===== config.mk =====
export PLATFORM = sky130hd
export DESIGN_NAME = cfg_chain_loader_flat
export DESIGN_NICKNAME = d
export VERILOG_FILES = /design/src/rtl/cfg_chain_loader_if.sv /design/src/rtl/cfg_chain_loader.sv /design/src/flat_wrapper.sv
export SDC_FILE = /design/constraint.sdc
export NUM_CORES = 1
export LEC_CHECK = 0
export BUFFER_PORTS_ARGS = -buffer_cell sky130_fd_sc_hd__buf_2
export CAP_MARGIN = 20
export CORE_MARGIN = 4
export CORE_UTILIZATION = 60
export CTS_CLUSTER_DIAMETER = 120
export DETAILED_ROUTE_END_ITERATION = 10
export HOLD_SLACK_MARGIN = 0.05
export PLACE_DENSITY = 0.8
export SLEW_MARGIN = 20
export SYNTH_ARGS = -nofsm -noshare
export SYNTH_HDL_FRONTEND = slang
export SYNTH_SLANG_ARGS = --single-unit

===== constraint.sdc =====
create_clock -name CLK -period 4.5 [get_ports CLK]
set_input_delay 0.9 -clock CLK [delete_from_list [all_inputs] [get_ports CLK]]
set_output_delay 0.9 -clock CLK [all_outputs]
set_load 0.01 [all_outputs]

===== src/rtl/cfg_chain_loader_if.sv =====
// Byte-stream handshake between the boot front-end (master) and the chain loader (slave).
interface cfg_chain_loader_if;
    logic [7:0] IN_DATA;
    logic       IN_VALID;
    logic       IN_READY;

    modport master (output IN_DATA, output IN_VALID, input IN_READY);
    modport slave  (input IN_DATA, input IN_VALID, output IN_READY);
endinterface


===== src/rtl/cfg_chain_loader.sv =====
// Serialises a host byte stream LSB-first onto the fabric configuration chain,
// then pulses the chain latch strobe once CHAIN_LEN bits have been shifted.
module cfg_chain_loader #(
    parameter int CHAIN_LEN    = 288,
    parameter int LATCH_CYCLES = 2
) (
    input  logic              CLK,
    input  logic              RST_N,
    input  logic              START,
    input  logic              ABORT,
    cfg_chain_loader_if.slave host,
    output logic              CFG_DO,
    output logic              CFG_SHIFT,
    output logic              CFG_LATCH,
    output logic              BUSY,
    output logic              DONE,
    output logic              ERR
);
    localparam int NBYTES = (CHAIN_LEN + 7) / 8;
    localparam int BL_W   = $clog2(CHAIN_LEN + 1);
    localparam int BY_W   = $clog2(NBYTES + 1);
    localparam int LC_W   = $clog2(LATCH_CYCLES + 1);

    typedef enum logic [1:0] {S_IDLE, S_SHIFT, S_LATCH, S_DONE} state_t;

    state_t            state_q, state_d;
    logic [BL_W-1:0]   bits_q, bits_d, bits_after;
    logic [BY_W-1:0]   bytes_q, bytes_d;
    logic [3:0]        bcnt_q, bcnt_d;
    logic [7:0]        shreg_q, shreg_d;
    logic [LC_W-1:0]   latch_q, latch_d;
    logic              err_q, err_d;
    logic              shift_en, ready, xfer;

    function automatic logic [BL_W-1:0] bits_dec(input logic [BL_W-1:0] v);
        return (v == '0) ? v : v - BL_W'(1);
    endfunction

    function automatic logic [BY_W-1:0] bytes_dec(input logic [BY_W-1:0] v);
        return (v == '0) ? v : v - BY_W'(1);
    endfunction

    // Valid bits a freshly loaded byte carries: the tail byte may be partial.
    function automatic logic [3:0] fill_count(input logic [BL_W-1:0] v);
        if (32'(v) >= 32'd8) return 4'd8;
        return 4'(v);
    endfunction

    assign shift_en   = (state_q == S_SHIFT) && !ABORT && (bcnt_q != 4'd0);
    assign ready      = (state_q == S_SHIFT) && !ABORT && (bcnt_q <= 4'd1) && (bytes_q != '0);
    assign xfer       = ready && host.IN_VALID;
    assign bits_after = shift_en ? bits_dec(bits_q) : bits_q;

    always_comb begin
        state_d = state_q;
        bits_d  = bits_q;
        bytes_d = bytes_q;
        bcnt_d  = bcnt_q;
        shreg_d = shreg_q;
        latch_d = latch_q;
        err_d   = err_q;
        unique case (state_q)
            S_IDLE, S_DONE: begin
                if (START && !ABORT) begin
                    state_d = S_SHIFT;
                    err_d   = 1'b0;
                    bits_d  = BL_W'(CHAIN_LEN);
                    bytes_d = BY_W'(NBYTES);
                    bcnt_d  = 4'd0;
                end
            end
            S_SHIFT: begin
                if (ABORT) begin
                    state_d = S_IDLE;
                    err_d   = 1'b1;
                    bits_d  = '0;
                    bytes_d = '0;
                    bcnt_d  = 4'd0;
                    shreg_d = 8'd0;
                end else begin
                    if (shift_en) begin
                        shreg_d = shreg_q >> 1;
                        bcnt_d  = bcnt_q - 4'd1;
                        bits_d  = bits_after;
                    end
                    // A new byte may land in the same cycle the last buffered bit leaves.
                    if (xfer) begin
                        shreg_d = host.IN_DATA;
                        bcnt_d  = fill_count(bits_after);
                        bytes_d = bytes_dec(bytes_q);
                    end
                    if (shift_en && bits_after == '0) begin
                        state_d = S_LATCH;
                        latch_d = LC_W'(LATCH_CYCLES);
                    end
                end
            end
            S_LATCH: begin
                if (ABORT) begin
                    state_d = S_IDLE;
                    err_d   = 1'b1;
                    latch_d = '0;
                end else if (latch_q <= LC_W'(1)) begin
                    state_d = S_DONE;
                    latch_d = '0;
                end else begin
                    latch_d = latch_q - LC_W'(1);
                end
            end
        endcase
    end

    always_ff @(posedge CLK or negedge RST_N) begin
        if (!RST_N) begin
            state_q <= S_IDLE;
            bits_q  <= '0;
            bytes_q <= '0;
            bcnt_q  <= 4'd0;
            shreg_q <= 8'd0;
            latch_q <= '0;
            err_q   <= 1'b0;
        end else begin
            state_q <= state_d;
            bits_q  <= bits_d;
            bytes_q <= bytes_d;
            bcnt_q  <= bcnt_d;
            shreg_q <= shreg_d;
            latch_q <= latch_d;
            err_q   <= err_d;
        end
    end

    assign host.IN_READY = ready;
    assign CFG_SHIFT     = shift_en;
    assign CFG_DO        = shift_en & shreg_q[0];
    assign CFG_LATCH     = (state_q == S_LATCH) && !ABORT;
    assign BUSY          = (state_q == S_SHIFT) || (state_q == S_LATCH);
    assign DONE          = (state_q == S_DONE);
    assign ERR           = err_q;
endmodule


===== src/flat_wrapper.sv =====
// flat-port wrapper written by rule: the top's interface ports become plain ports
module cfg_chain_loader_flat 
#(
    parameter int CHAIN_LEN    = 288,
    parameter int LATCH_CYCLES = 2
)
  (CLK, RST_N, START, ABORT, CFG_DO, CFG_SHIFT, CFG_LATCH, BUSY, DONE, ERR, host_IN_DATA, host_IN_VALID, host_IN_READY);
  cfg_chain_loader_if host_i ();
  input  logic CLK;
  input  logic RST_N;
  input  logic START;
  input  logic ABORT;
  output logic CFG_DO;
  output logic CFG_SHIFT;
  output logic CFG_LATCH;
  output logic BUSY;
  output logic DONE;
  output logic ERR;
  input wire logic [$bits(host_i.IN_DATA)-1:0] host_IN_DATA;
  input wire logic [$bits(host_i.IN_VALID)-1:0] host_IN_VALID;
  output wire logic [$bits(host_i.IN_READY)-1:0] host_IN_READY;
  assign host_i.IN_DATA = host_IN_DATA;
  assign host_i.IN_VALID = host_IN_VALID;
  assign host_IN_READY = host_i.IN_READY;
  cfg_chain_loader #(.CHAIN_LEN(CHAIN_LEN), .LATCH_CYCLES(LATCH_CYCLES)) u_core (.CLK(CLK), .RST_N(RST_N), .START(START), .ABORT(ABORT), .host(host_i), .CFG_DO(CFG_DO), .CFG_SHIFT(CFG_SHIFT), .CFG_LATCH(CFG_LATCH), .BUSY(BUSY), .DONE(DONE), .ERR(ERR));
endmodule

# After elaboration in Yosys (flattened, before gate mapping)
# Index checks and enable logic that the tools add are counted.
# word_totals
latchBits,0
memories,0
romBits,0
out_inout_bits,7
word_cells,94
inputBits,13
mem_bits_rw,0
ff_bits,32
# op_classes
n_reduce_logical,28
mul,0
div,0
shift,0
eq_ne,13
n_bitwise,1
muxes,38
addsub,4
order_cmp,3
# ops
cell,n
9-bit 2-to-1 mux,5
4-bit 2-to-1 mux,6
6-bit 2-to-1 mux,4
8-bit 2-to-1 mux,3
9-bit logical NOT,2
9-bit one-hot mux with 2 select lines,1
2-bit 2-to-1 mux,8
6-bit one-hot mux with 2 select lines,1
3-bit AND reduction,4
"9-bit by 4-bit greater-or-equal comparator with 1-bit output, second input constant",1
"3-bit by 2-bit != test with 1-bit output, second input constant",3
"9-bit by 1-bit subtractor with 9-bit output, second input constant",1
1-bit logical AND,8
4-bit one-hot mux with 2 select lines,1
6-bit logical NOT,1
1-bit 2-to-1 mux,6
"3-bit != test, second input constant",2
2-bit one-hot mux with 3 select lines,1
6-bit nonzero test,1
"6-bit by 1-bit subtractor with 6-bit output, second input constant",1
"2-bit == test, second input constant",2
"4-bit by 1-bit less-or-equal comparator with 1-bit output, second input constant",1
"2-bit by 1-bit != test with 1-bit output, second input constant",2
"2-bit != test, second input constant",2
17 further kinds,20

# Longest topological paths before layout
# depth
depth_word,13
depth_mapped,11
ltp_nobuf,9

# Least setup slack after synthesis
# Ideal clock, no wire load.
# synth_timing
kind,input-to-reg
startpoint,input ABORT
endpoint,register u_core.latch_q[0]
t_arrival_ps,2607
slack_ps,1768
path_stages,8
required_ps,4375
path_buffers,2
path_cell_list,nor2b_1 > clkbuf_1 > o211ai_2 > or4_1 > and3_4 > buf_6 > a31oi_4 > mux2_4
# synth_via
elab_chain_len,8
# synth_rtl
element,line,text
start: declaration,flat_wrapper.sv:12,input logic ABORT;
1-bit logical NOT,cfg_chain_loader.sv:49,assign shift_en = (state_q == S_SHIFT) && !ABORT && (bcnt_q != 4'd0);
1-bit logical AND (2 in a row),cfg_chain_loader.sv:49,
9-bit 2-to-1 mux,cfg_chain_loader.sv:52,assign bits_after = shift_en ? bits_dec(bits_q) : bits_q;
9-bit logical NOT,cfg_chain_loader.sv:92,if (shift_en && bits_after == '0) begin
1-bit logical AND,cfg_chain_loader.sv:92,
2-bit != test (no line),--,
3-bit AND reduction (no line),--,
end signal: assignment,cfg_chain_loader.sv:128,latch_q <= latch_d;
end: declaration,cfg_chain_loader.sv:31,"logic [LC_W-1:0] latch_q, latch_d;"
# Parallel ways exist; a longest one is shown, timed or not.
# A chain may end at the register's enable or synchronous reset.

# Final worst setup path
# layout_timing
startpoint,register u_core.state_q[1]
endpoint,output CFG_SHIFT
# layout_via
elab_chain_len,3
# layout_rtl
element,line,text
start: declaration,cfg_chain_loader.sv:26,"state_t state_q, state_d;"
start signal: assignment,cfg_chain_loader.sv:123,state_q <= state_d;
2-bit by 1-bit == test with 1-bit output,cfg_chain_loader.sv:49,
1-bit logical AND (2 in a row),cfg_chain_loader.sv:49,
end: declaration,flat_wrapper.sv:14,output logic CFG_SHIFT;
# No other way between the ends.

==> impl_results.md <==
- H-Tree Depth: 2
- CP Data Arrival Time: 2.42 ns
- Syn Std Cell Area: 2240 µm²
- DRT antenna net count: 0
- Most frequent cells after synthesis: dfrtp_1, nand2_1, nor2_1
- Setup Viol. Count Final: 0
- Clock Skews: 0.0126 ns
- Post-CTS Setup Bufs: 0
- Flop pwr share: 0.307
- VDD IR-drop max: 0.371 mV
- Post-CTS Resized: 0
- Yosys top cell area share: 0.358
- Max Used Layer: met4
- Hold endpoint: u_core.shreg_q[0]
- Ports: 20
- Vias/cell: 6.10
- Initial Utilization: 0.645
- TritonCTS Buffers: 5
- Hold Crit Depth: 2
- Area occupied by multi-input gates: 1330 µm²
- Overall Global Routing Usage: 0.217
- Root Buffer: clkbuf_8
- Mapped Nets: 273
- Register-to-Register Path Depth: 8
- Final hold vios: 0
- DRT met1 WL: 2310 µm
- Synth Instances: 252
- Die H: 69.1 µm
- Setup_tns: 0 ns
- CTS tree: built
- Slack of the worst reg-to-reg path: 1.26 ns
- Reg2reg end: u_core.latch_q[0]
- P&R area growth vs syn: 8.78%
- Metal2 WL: 2240 µm
- CTS Hold Bufs: 0
- Final #Nets: 289
- Clock sink total: 32
- Iter 0 DRT Violations: 201
- Crit Path Max Fanout: 12
- Final Cell Area: 2430 µm²
- Net Sw Frac: 0.444
- Post-synth EDFFs: 0
- Initial antenna violation count: 0
- CP max-delay cell: nor2b_1
- Initial DRT Pass Iterations: 4
- GRT overflow: 0
- HP Class: reg2reg
- Die Wd: 69.1 µm
- Vias in the first global route: 1806
- Tmin final: 3.32 ns
- WL final: 4850 µm
- Ranking of synthesized cells by area: dfrtp_1, o21ai_0, nand2_1, nor2_1, ha_1
- Antenna fix cells: 0
- DP Area: 2330 µm²
- Share of flip-flops with an asynchronous set or reset: 1.00
- Gpl congestion: 0.827
- Most common cell in the netlist: dfrtp_1
- Worst r2r src: u_core.state_q[1]
- Max-Slew Margin vs Limit: 0.539
- Crit path kind: reg2out
- Core ar.: 3470 µm²
- Worst-path clk slew: 0.07 ns
- Register area: 801 µm²
- Max_cap viols: 0
- Total number of vias: 1923
- Startpoint Class: register
- Number of port buffers: 19
- Max Clk Rate: 302 MHz
- First-pass GRT wire length: 8450 µm
- P per Cell Area: 630 nW/µm²
- Worst path max stage delay: 0.53 ns
- Sequential area share after synthesis: 0.358
- Pins Over Slew Limit: 0
- Seq cells post-synth: 32
- Die ar.: 4770 µm²
- P_sw: 0.681 mW
- P_leak: 1.07 nW
- Comb pwr share: 0.514
- Synthesized area per cell: 8.88 µm²
- CP required: 3.60 ns
- Unrepaired setup endpoints after global routing: false
- Hold path start: u_core.shreg_q[0]
- Clock network power share: 0.179
- Crit-path cells: inv_1 > ha_1 > nor2b_1 > nand2_1 > clkinv_1 > buf_2
- Met3 routed WL: 223 µm
- Avg WL per Cell: 15.4 µm
- P_int: 0.854 mW
- Fraction of layout cells with a size suffix above 1: 0.160
- Worst-skew pair later-pin latency: 0.29 ns
- HPWL after DPL: 3530 µm
- Fill cells: 275
- DRC: 0
- Synth Flop Type: dfrtp_1
- # rows: 21
- Yosys warns: 0
- Status: complete, no violations
- Largest net degree at the start of global routing: 33
- CTS max path bufs: 2
- Tcrit/Tclk final: 0.737
- Worst-margin pin slew: 0.686 ns
- Post-synth cell types: 56
- CP endpoint kind: primary output
- Synth area leader: dfrtp_1
==> worst max-delay path, delay by kind of cell (launching register included) <==
kind / cells / cell delay [ns]
buffers and inverters: 3 / 0.47
adder cells (fa/ha/maj): 1 / 0.42
flip-flops: 1 / 0.44
AND/OR/NAND/NOR: 2 / 0.80
==> logic make-up (layout without fill, tap and decap cells) <==
group / count (synthesis) / in the layout / synth area share
buffers and inverters: 22 / 39 / 0.0503
xor gates and xnor gates: 2 / 2 / 0.0112
muxes: 9 / 9 / 0.0425
and+or+nand+nor: 104 / 104 / 0.241
DFF: 32 / 32 / 0.358
AOI/OAI and AO/OA: 75 / 75 / 0.252
adders and majority gates: 8 / 8 / 0.0447
==> power by group through the flow <==
stage | Combinational [mW] | Sequential, mW | Clock, mW
CTS | 0.787 | 0.469 | 0.279
global placement | 0.772 | 0.469 | 0
detailed placement | 0.784 | 0.472 | 0
finish | 0.789 | 0.471 | 0.274
global route | 0.882 | 0.487 | 0.293
floorplan | 0.669 | 0.446 | 0
==> cell type report <==
class | count | area share
Clock buffer | 6 | 0.0298
Clock inverter | 2 | 0.0144
Inverter | 11 | 0.0170
Multi-Input combinational cell | 198 | 0.544
Sequential cell | 32 | 0.329
Tap cell | 46 | 0.0236
Timing Repair Buffer | 20 | 0.0421
==> routing by layer <==
metal  vias up  track usage
met5         -            0
met1       911        0.311
li1        961            -
met2        45        0.318
met3         6       0.0465
met4         0       0.0868
==> cells in the final DEF, fill, tap and decap left out, drive strengths merged, types with 6 or more instances in the layout <==
| cell type | n |
|---|---|
| dfrtp | 32 |
| nand2 | 31 |
| nor2 | 27 |
| o21ai | 26 |
| buf | 20 |
| inv | 10 |
| a21oi | 8 |
| mux2i | 8 |
| ha | 8 |
| nor3 | 6 |
| a22o | 6 |
| clkbuf | 6 |
==> worst max path at each step <==
| stage | end | cells past startpoint | from | slack (ns) |
|---|---|---|---|---|
| after floorplan | u_core.latch_q[0] | 8 | ABORT | 1.77 |
| after global placement | u_core.latch_q[0] | 7 | ABORT | 1.25 |
| after detailed placement | u_core.latch_q[0] | 7 | ABORT | 1.19 |
| after CTS | CFG_SHIFT | 6 | u_core.state_q[1] | 1.18 |
| after global routing | CFG_SHIFT | 6 | u_core.state_q[1] | 0.98 |
| final | CFG_SHIFT | 6 | u_core.state_q[1] | 1.18 |
==> registers in the layout (all words and copies together) (netlist names) <==
signal	flops
u_core.bcnt_q	4
u_core.ERR	1
u_core.latch_q	2
u_core.shreg_q	8
u_core.state_q	2
u_core.bytes_q	6
u_core.bits_q	9
==> per-stage QoR <==
stage	cells	worst slack [ns]	hold slack [ns]	utilization	power, mW
2_1_floorplan	252	1.77	0.442	-	1.11
3_3_place_gp	307	1.25	0.461	0.671	1.24
3_5_place_dp	307	1.19	0.468	0.671	1.26
4_1_cts	315	1.18	0.484	0.702	1.53
5_1_grt	315	0.979	0.500	0.702	1.66
6_report	315	1.18	0.485	0.702	1.53
Note: power is estimated with default switching activity, not from simulation.
